===== config.mk =====
export PLATFORM = sky130hd
export DESIGN_NAME = regfile_wport_arbiter
export DESIGN_NICKNAME = d
export VERILOG_FILES = /design/src/rtl/regfile_wport_arbiter.sv
export SDC_FILE = /design/constraint.sdc
export NUM_CORES = 1
export LEC_CHECK = 0
export BUFFER_PORTS_ARGS = -buffer_cell sky130_fd_sc_hd__clkbuf_2
export CORE_ASPECT_RATIO = 2
export CORE_MARGIN = 2
export CORE_UTILIZATION = 30
export CTS_CLUSTER_SIZE = 40
export DETAILED_ROUTE_END_ITERATION = 8
export GPL_TIMING_DRIVEN = 0
export SYNTH_ARGS = -nofsm -noshare
export SYNTH_HDL_FRONTEND = slang
export SYNTH_SLANG_ARGS = --single-unit
export TNS_END_PERCENT = 100

===== constraint.sdc =====
create_clock -name clk -period 2.7 [get_ports clk]
set_input_delay 0.54 -clock clk [delete_from_list [all_inputs] [get_ports clk]]
set_output_delay 0.54 -clock clk [all_outputs]
set_load 0.05 [all_outputs]

===== src/rtl/regfile_wport_arbiter.sv =====
// -----------------------------------------------------------------------------
// regfile_wport_arbiter
//
// Owns the single write port of the 32x32 register file (x0 reads as zero).
// The in-order pipeline writeback (WB) and NUM_EXT long-latency units share
// that port. WB normally has priority. The ext units arbitrate round-robin
// among themselves. A starvation counter makes WB yield for one cycle after
// STARVE_LIMIT consecutive wins while an ext unit is waiting.
// A per-register busy scoreboard is kept for the hazard logic. An alloc sets
// the busy bit, and the commit of an ext-sourced write clears it.
//
// Ports
//   clk, reset_n               clock (rising edge), async active-low reset
//   wb_valid/addr/data         pipeline writeback request (no ready)
//   pipe_stall                 WB must hold wb_* this cycle (forced yield)
//   ext_valid/ready/addr/data  ext unit write requests, valid/ready handshake
//   alloc_valid/alloc_addr     reserve a destination for an issued ext op
//   busy                       scoreboard, busy[0] always 0
//   rf_wrd/rf_addr_d/rf_d      registered regfile write port
// -----------------------------------------------------------------------------
module regfile_wport_arbiter #(
    parameter int NUM_EXT      = 2,
    parameter int DATA_WIDTH   = 32,
    parameter int STARVE_LIMIT = 4
) (
    input  logic                          clk,
    input  logic                          reset_n,
    input  logic                          wb_valid,
    input  logic [4:0]                    wb_addr,
    input  logic [DATA_WIDTH-1:0]         wb_data,
    output logic                          pipe_stall,
    input  logic [NUM_EXT-1:0]            ext_valid,
    output logic [NUM_EXT-1:0]            ext_ready,
    input  logic [NUM_EXT*5-1:0]          ext_addr,
    input  logic [NUM_EXT*DATA_WIDTH-1:0] ext_data,
    input  logic                          alloc_valid,
    input  logic [4:0]                    alloc_addr,
    output logic [31:0]                   busy,
    output logic                          rf_wrd,
    output logic [4:0]                    rf_addr_d,
    output logic [DATA_WIDTH-1:0]         rf_d
);

    localparam int PTR_W = (NUM_EXT > 1) ? $clog2(NUM_EXT) : 1;
    localparam int CNT_W = $clog2(STARVE_LIMIT + 1);

    logic [PTR_W-1:0]      rr_ptr;
    logic [PTR_W-1:0]      rr_nxt;
    logic [CNT_W-1:0]      starve_cnt;
    logic [CNT_W-1:0]      cnt_nxt;
    logic                  stall_nxt;
    logic                  rf_ext;
    logic [31:0]           busy_q;
    logic [31:0]           busy_nxt;

    logic                  wb_grant;
    logic                  ext_acc;
    logic                  grant;
    logic                  any_ext;
    logic                  found;
    logic [NUM_EXT-1:0]    hi_req;
    logic [NUM_EXT-1:0]    pick_src;
    logic [NUM_EXT-1:0]    ext_gnt;
    logic [4:0]            ext_sel_addr;
    logic [DATA_WIDTH-1:0] ext_sel_data;
    logic [4:0]            win_addr;
    logic [DATA_WIDTH-1:0] win_data;

    // During the forced-yield cycle WB is ignored even if it is valid.
    assign wb_grant = wb_valid & ~pipe_stall;
    assign any_ext  = |ext_valid;

    // Round-robin pick. Requests at or above the pointer are searched first.
    // If there are none, the lowest index overall wins (wrap-around).
    always_comb begin
        hi_req = '0;
        for (int i = 0; i < NUM_EXT; i++) begin
            if (i >= int'(rr_ptr)) begin
                hi_req[i] = ext_valid[i];
            end
        end
        pick_src = (|hi_req) ? hi_req : ext_valid;
        ext_gnt  = '0;
        found    = 1'b0;
        for (int i = 0; i < NUM_EXT; i++) begin
            if (!found && pick_src[i]) begin
                ext_gnt[i] = 1'b1;
                found      = 1'b1;
            end
        end
    end

    always_comb begin
        ext_sel_addr = '0;
        ext_sel_data = '0;
        rr_nxt       = rr_ptr;
        for (int i = 0; i < NUM_EXT; i++) begin
            if (ext_gnt[i]) begin
                ext_sel_addr = ext_addr[5*i +: 5];
                ext_sel_data = ext_data[DATA_WIDTH*i +: DATA_WIDTH];
                rr_nxt       = PTR_W'((i + 1) % NUM_EXT);
            end
        end
    end

    // ext_ready is built only from valids and state, never from addr or data.
    assign ext_ready = (reset_n && !wb_grant) ? ext_gnt : '0;
    assign ext_acc   = |ext_ready;
    assign grant     = wb_grant | ext_acc;
    assign win_addr  = wb_grant ? wb_addr : ext_sel_addr;
    assign win_data  = wb_grant ? wb_data : ext_sel_data;

    // Starvation counter. WB may win only STARVE_LIMIT times in a row while an
    // ext request waits. The next cycle is then a one-cycle forced yield.
    always_comb begin
        cnt_nxt   = starve_cnt;
        stall_nxt = 1'b0;
        if (wb_grant && any_ext) begin
            if (starve_cnt == CNT_W'(STARVE_LIMIT - 1)) begin
                stall_nxt = 1'b1;
                cnt_nxt   = '0;
            end else begin
                cnt_nxt = starve_cnt + 1'b1;
            end
        end else if (ext_acc || !any_ext) begin
            cnt_nxt = '0;
        end
    end

    // Scoreboard. An ext write clears the bit at the edge that commits it into
    // the regfile. An alloc at the same edge wins over the clear.
    always_comb begin
        busy_nxt = busy_q;
        if (rf_wrd && rf_ext) begin
            busy_nxt[rf_addr_d] = 1'b0;
        end
        if (alloc_valid && (alloc_addr != 5'd0)) begin
            busy_nxt[alloc_addr] = 1'b1;
        end
        busy_nxt[0] = 1'b0;
    end

    assign busy = busy_q;

    always_ff @(posedge clk or negedge reset_n) begin
        if (!reset_n) begin
            rf_wrd     <= 1'b0;
            rf_addr_d  <= '0;
            rf_d       <= '0;
            rf_ext     <= 1'b0;
            rr_ptr     <= '0;
            starve_cnt <= '0;
            pipe_stall <= 1'b0;
            busy_q     <= '0;
        end else begin
            // A grant to x0 completes its handshake but never writes.
            rf_wrd     <= grant && (win_addr != 5'd0);
            rf_ext     <= ext_acc;
            if (grant) begin
                rf_addr_d <= win_addr;
                rf_d      <= win_data;
            end
            if (ext_acc) begin
                rr_ptr <= rr_nxt;
            end
            starve_cnt <= cnt_nxt;
            pipe_stall <= stall_nxt;
            busy_q     <= busy_nxt;
        end
    end

endmodule


# Yosys cells after proc, flatten, opt, wreduce, memory -nomap -nowiden
# Cells that the tools add are included.
[classes]
n_eq_ne = 1
mux = 24
n_div = 0
reduce_logical = 20
shift = 0
multipliers = 0
n_addsub = 1
bitwise_logic = 6
order_cmp = 5
[op_table]
columns = ["operator", "count"]
rows = [
  ["32-bit 2-to-1 mux", 5],
  ["32-bit AND", 1],
  ["32-bit inverter", 1],
  ["32-bit bitwise OR", 1],
  ["5-bit 2-to-1 mux", 3],
  ["5-bit by 6-bit < comparator with 1-bit output, second input constant", 2],
  ["1-bit demux with 5-bit select", 2],
  ["5-bit by 1-bit >= comparator with 1-bit output, second input constant", 2],
  ["1-bit 2-to-1 mux", 10],
  ["5-bit nonzero test", 2],
  ["3-bit 2-to-1 mux", 3],
  ["1-bit logical AND", 8],
  ["2-bit OR reduction", 3],
  ["2-bit nonzero test", 2],
  ["3-bit by 1-bit adder with 3-bit output, second input constant", 1],
  ["3-bit by 2-bit == test with 1-bit output, second input constant", 1],
  ["1-bit logical NOT", 3],
  ["2-bit 2-to-1 mux", 1],
  ["2-bit AND reduction", 1],
  ["1-bit AND", 1],
  ["1-bit >= comparator, first input constant", 1],
  ["1-bit logical OR", 1],
  ["1-bit inverter", 1],
  ["1-bit bitwise OR", 1],
]
[word_totals]
elab_cells = 65
reg_bits = 75
mem_count = 0
in_bits = 122
ram_bits = 0
romBits = 0
latchBits = 0
out_inout_bits = 73

# Depth between registers and ports, before layout
[logic_depth]
depth_word = 13
mapped_depth = 7
ltp_nobuf = 5

# Worst setup path after synthesis
# Ideal clock, no wire load.
[synth_timing]
path_kind = "register -> output"
from = "register pipe_stall"
to = "output port ext_ready[1]"
stages_incl_launch_ff = 7
path_buffers = 3
path_slack_ps = 86
required_time_ps = 2160
arrival_ps = 2074
cell_sequence = "dfrtp_1 nand2b_1 buf_4 buf_2 buf_2 nand3_1 nor2_1"
[synth_between]
elab_chain_len = 5
[synth_rtl]
columns = ["element", "line", "text"]
rows = [
  ["start: declaration", "31", "output logic pipe_stall,"],
  ["start signal: assignment", "167", "pipe_stall <= stall_nxt;"],
  ["1-bit inverter", "70", "assign wb_grant = wb_valid & ~pipe_stall;"],
  ["1-bit AND", "70", ""],
  ["1-bit logical NOT", "107", "assign ext_ready = (reset_n && !wb_grant) ? ext_gnt : '0;"],
  ["1-bit logical AND", "107", ""],
  ["2-bit 2-to-1 mux", "107", ""],
  ["end: declaration", "33", "output logic [NUM_EXT-1:0] ext_ready,"],
]
# Every way passes these cells.

# Worst setup path after layout
[layout_timing]
from = "register rr_ptr"
to = "output port ext_ready[1]"
[layout_between]
elab_chain_len = 9
[layout_rtl]
columns = ["element", "line", "text"]
rows = [
  ["start: declaration", "47", "logic [PTR_W-1:0] rr_ptr;"],
  ["start signal: assignment", "164", "rr_ptr <= rr_nxt;"],
  ["1-bit >= comparator (*)", "78", "if (i >= int'(rr_ptr)) begin"],
  ["1-bit 2-to-1 mux (*)", "78", ""],
  ["2-bit OR reduction", "82", "pick_src = (|hi_req) ? hi_req : ext_valid;"],
  ["1-bit 2-to-1 mux (*)", "82", ""],
  ["1-bit 2-to-1 mux (*)", "86", "if (!found && pick_src[i]) begin"],
  ["1-bit logical NOT (*)", "86", ""],
  ["1-bit logical AND (*)", "86", ""],
  ["1-bit 2-to-1 mux (*)", "86", ""],
  ["2-bit 2-to-1 mux (*)", "107", ""],
]
# Every way passes the cells marked *; elsewhere a longest branch is shown, timed or not.

==> impl_metrics.env <==
export IMPL_outcome="finished clean"
export IMPL_max_freq_mhz=420
export IMPL_grt_pass1_wl_um=18700
export IMPL_worst_slack_ns=0.321
export IMPL_power_share_clock=0.293
export IMPL_synth_edf_count=0
export IMPL_clkLatencyLatePin_ns=0.33
export IMPL_post_dp_hpwl_um=9100
export IMPL_skew_ns=0.00825
export IMPL_rsz0062_at_grt="false"
export IMPL_syn_to_final_growth_pct=40.6
export IMPL_critical_path_class="reg -> out"
export IMPL_ys_seq_area_frac=0.514
export IMPL_antenna_left=0
export IMPL_relSlewSlack=0.601
export IMPL_clock_sinks=75
export IMPL_grt_max_degree=65
export IMPL_cts_root_buf="clkbuf_16"
export IMPL_r2r_cells=6
export IMPL_vias=3873
export IMPL_synth_avg_cell_area_sq_um=9.36
export IMPL_cp_required_ns=2.16
export IMPL_cts_made_buffers=9
export IMPL_chipWidth_um=82.0
export IMPL_ys_seq_elements=75
export IMPL_path_clk_slew_ns=0.07
export IMPL_p_comb_frac=0.355
export IMPL_tritoncts="yes"
export IMPL_io_pins=195
export IMPL_drc=0
export IMPL_seq_power_share=0.352
export IMPL_startpoint="rr_ptr$_DFFE_PN0P_"
export IMPL_reg2reg_slack_ns=0.83
export IMPL_fin_crit_sh=0.881
export IMPL_setup_violations=0
export IMPL_cellPowerDensity_mw_per_mm2=800
export IMPL_nFillCells=1232
export IMPL_power_internal_uw=2410
export IMPL_utilization=0.428
export IMPL_num_rows=57
export IMPL_place_inst=731
export IMPL_hold_slack_ns=0.0954
export IMPL_worstSetupEndpointType="primary output"
export IMPL_drtIter0Drc=206
export IMPL_period_needed_ns=2.38
export IMPL_antenna_found_initial=0
export IMPL_wire_per_inst_um=16.1
export IMPL_synth_cells=390
export IMPL_diodes=0
export IMPL_crit_end="ext_ready[1]"
export IMPL_async_reset_ff_frac=1.00
export IMPL_routabilityCongestion=0.771
export IMPL_port_buffer_count=193
export IMPL_preCtsSetupSlack_ns=0.143
export IMPL_grt_pass1_vias=3837
export IMPL_instances_no_fill=746
export IMPL_clock_path_buffers=2
export IMPL_syn_area_sq_mm=0.00365
export IMPL_ys_types=37
export IMPL_grt_ovfl_total=0
export IMPL_worst_ep_arrival_time_ns=1.84
export IMPL_startpoint_type="flop"
export IMPL_switching_share=0.412
export IMPL_postCtsHoldBufs=0
export IMPL_avgViaCountPerCell=5.19
export IMPL_nets=717
export IMPL_r2r_end="rf_d[3]$_DFFE_PN0P_"
export IMPL_start_util=0.305
export IMPL_r2r_start="pipe_stall$_DFF_PN0_"
export IMPL_worst_slew_pin_slew_ns=0.599
export IMPL_routed_wl_um=12000
export IMPL_die_area_sq_mm=0.0131
export IMPL_hold_path_class="in -> async"
export IMPL_p_sw_uw=1690
export IMPL_slew_viol_final=0
export IMPL_synth_flop_cell="dfrtp_1"
export IMPL_fp_dieH_um=160
export IMPL_drive_gt1_frac=0.399
export IMPL_synth_fp_nets=513
export IMPL_leakagePower_uw=0.00242
export IMPL_drt_first_pass_iters=5
export IMPL_h_tree_depth=3
export IMPL_drv_cap=0
export IMPL_coreArea_sq_mm=0.0120
export IMPL_peakVddDrop_mv=0.383
export IMPL_finalHoldViolations=0
export IMPL_crit_fanout=10
export IMPL_yosys_warnings=0
export IMPL_grt_usage=0.184
export IMPL_finalPower_uw=4100
==> area by class of cell <==
cell class              instances  area [sq um]  area share
clock inverters                 7          76.3      0.0149
well taps                     147           184      0.0359
clock buffers                   9           225      0.0439
inverters                       1          3.75    0.000732
repair buffers                194           998       0.195
multi-input cells             286          1620       0.317
flip-flops and latches         75          1880       0.366
plain buffers                  27           141      0.0276
==> worst min-delay path by stage <==
stage	startpoint	to	cells past startpoint
finish	reset_n	busy[1]$_DFF_PN0_	1
global placement	starve_cnt[2]$_DFFE_PN0P_	pipe_stall$_DFF_PN0_	1
detailed placement	starve_cnt[2]$_DFFE_PN0P_	pipe_stall$_DFF_PN0_	1
global route	reset_n	busy[3]$_DFF_PN0_	1
CTS	reset_n	busy[1]$_DFF_PN0_	1
floorplan	reset_n	busy[10]$_DFF_PN0_	0
==> cells by family after synthesis <==
logic type,Yosys count,synth area share
AND/OR/NAND/NOR,136,0.179
AO/OA/AOI/OAI,145,0.252
buffers and inverters,29,0.0405
multiplexers,3,0.00926
adder cells (fa/ha/maj),1,0.00343
other,1,0.00103
flip-flops,75,0.514
==> state kept, by name, summed over array words and instances, names as in the netlist <==
name,cells
rf_wrd,1
busy,31
starve_cnt,3
rf_d,32
rf_addr_d,5
pipe_stall,1
rf_ext,1
rr_ptr,1
==> critical path, cell delays in order (launching register included) <==
cell	delay [ns]
dfrtp_1	0.43
a21boi_2	0.16
buf_4	0.19
buf_4	0.21
buf_2	0.23
nor2_1	0.07
clkbuf_4	0.21
==> stage by stage <==
| step | setup TNS, ns | cell area (sq um) |
|---|---|---|
| finish | 0 | 5130 |
| detailed placement | 0 | 4830 |
| floorplan | 0 | 3650 |
| global route | 0 | 5130 |
| global placement | -25.99 | 4800 |
| CTS | 0 | 5130 |
==> routing by layer <==
metal | GRT usage | vias to the layer above | wire (um)
met5 | 0 | - | 0
met4 | 0.0614 | 0 | 172
met3 | 0.0424 | 14 | 1110
met2 | 0.296 | 197 | 5680
met1 | 0.239 | 1801 | 5070
li1 | - | 1861 | -
==> cell usage after synthesis (2+ instances only) <==
cell       n  area [sq um]
o22ai_1   15          93.8
and2_1     2          12.5
nand4b_1   2          17.5
or3b_2     4          35.0
a21oi_1    4          20.0
nand3b_1   8          60.1
nand2_1   41           154
buf_4      5          37.5
o21ai_0   62           310
nor3_1     2          10.0
mux2_2     3          33.8
a311oi_1  17           149
buf_2     16          80.1
a31oi_1   16           100
nor2b_1    2          12.5
a32oi_1    4          35.0
clkbuf_1   7          26.3
nand3_1   37           185
nand2b_1   2          12.5
a21o_1    19           143
nor2_1    30           113
or3_1      3          18.8
dfrtp_1   75          1880
==> layout by cell type, fill, tap and decap left out, types with 2 or more instances in the layout <==
master      count
clkbuf_2      191
dfrtp_1        75
o21ai_0        62
nand2_1        41
nand3_1        37
nor2_1         30
a21o_1         19
a311oi_1       17
a31oi_1        16
o22ai_1        15
buf_2          14
clkbuf_16       9
nand3b_1        8
clkbuf_1        7
buf_4           5
or3b_2          4
a32oi_1         4
a21oi_1         4
or3_1           3
clkbuf_4        3
mux2_2          3
nand4b_1        2
nand2b_1        2
nor2b_1         2
and2_1          2
nor3_1          2
clkinv_4        2
clkinvlp_4      2
==> timing repair <==
action,4_1_cts,5_1_grt
buffers inserted,0,0
gates resized for setup,0,3
setup endpoints to repair,0,1
==> power groups by stage <==
stage                     combinational (uW)  sequential (uW)  clock, uW
final                                   1450             1440       1200
after global routing                    1560             1470       1290
after CTS                               1470             1440       1240
after detailed placement                1460             1460          0
after global placement                  1450             1460          0
after floorplan                          356             2110          0
Power figures use the tool's default switching activity.
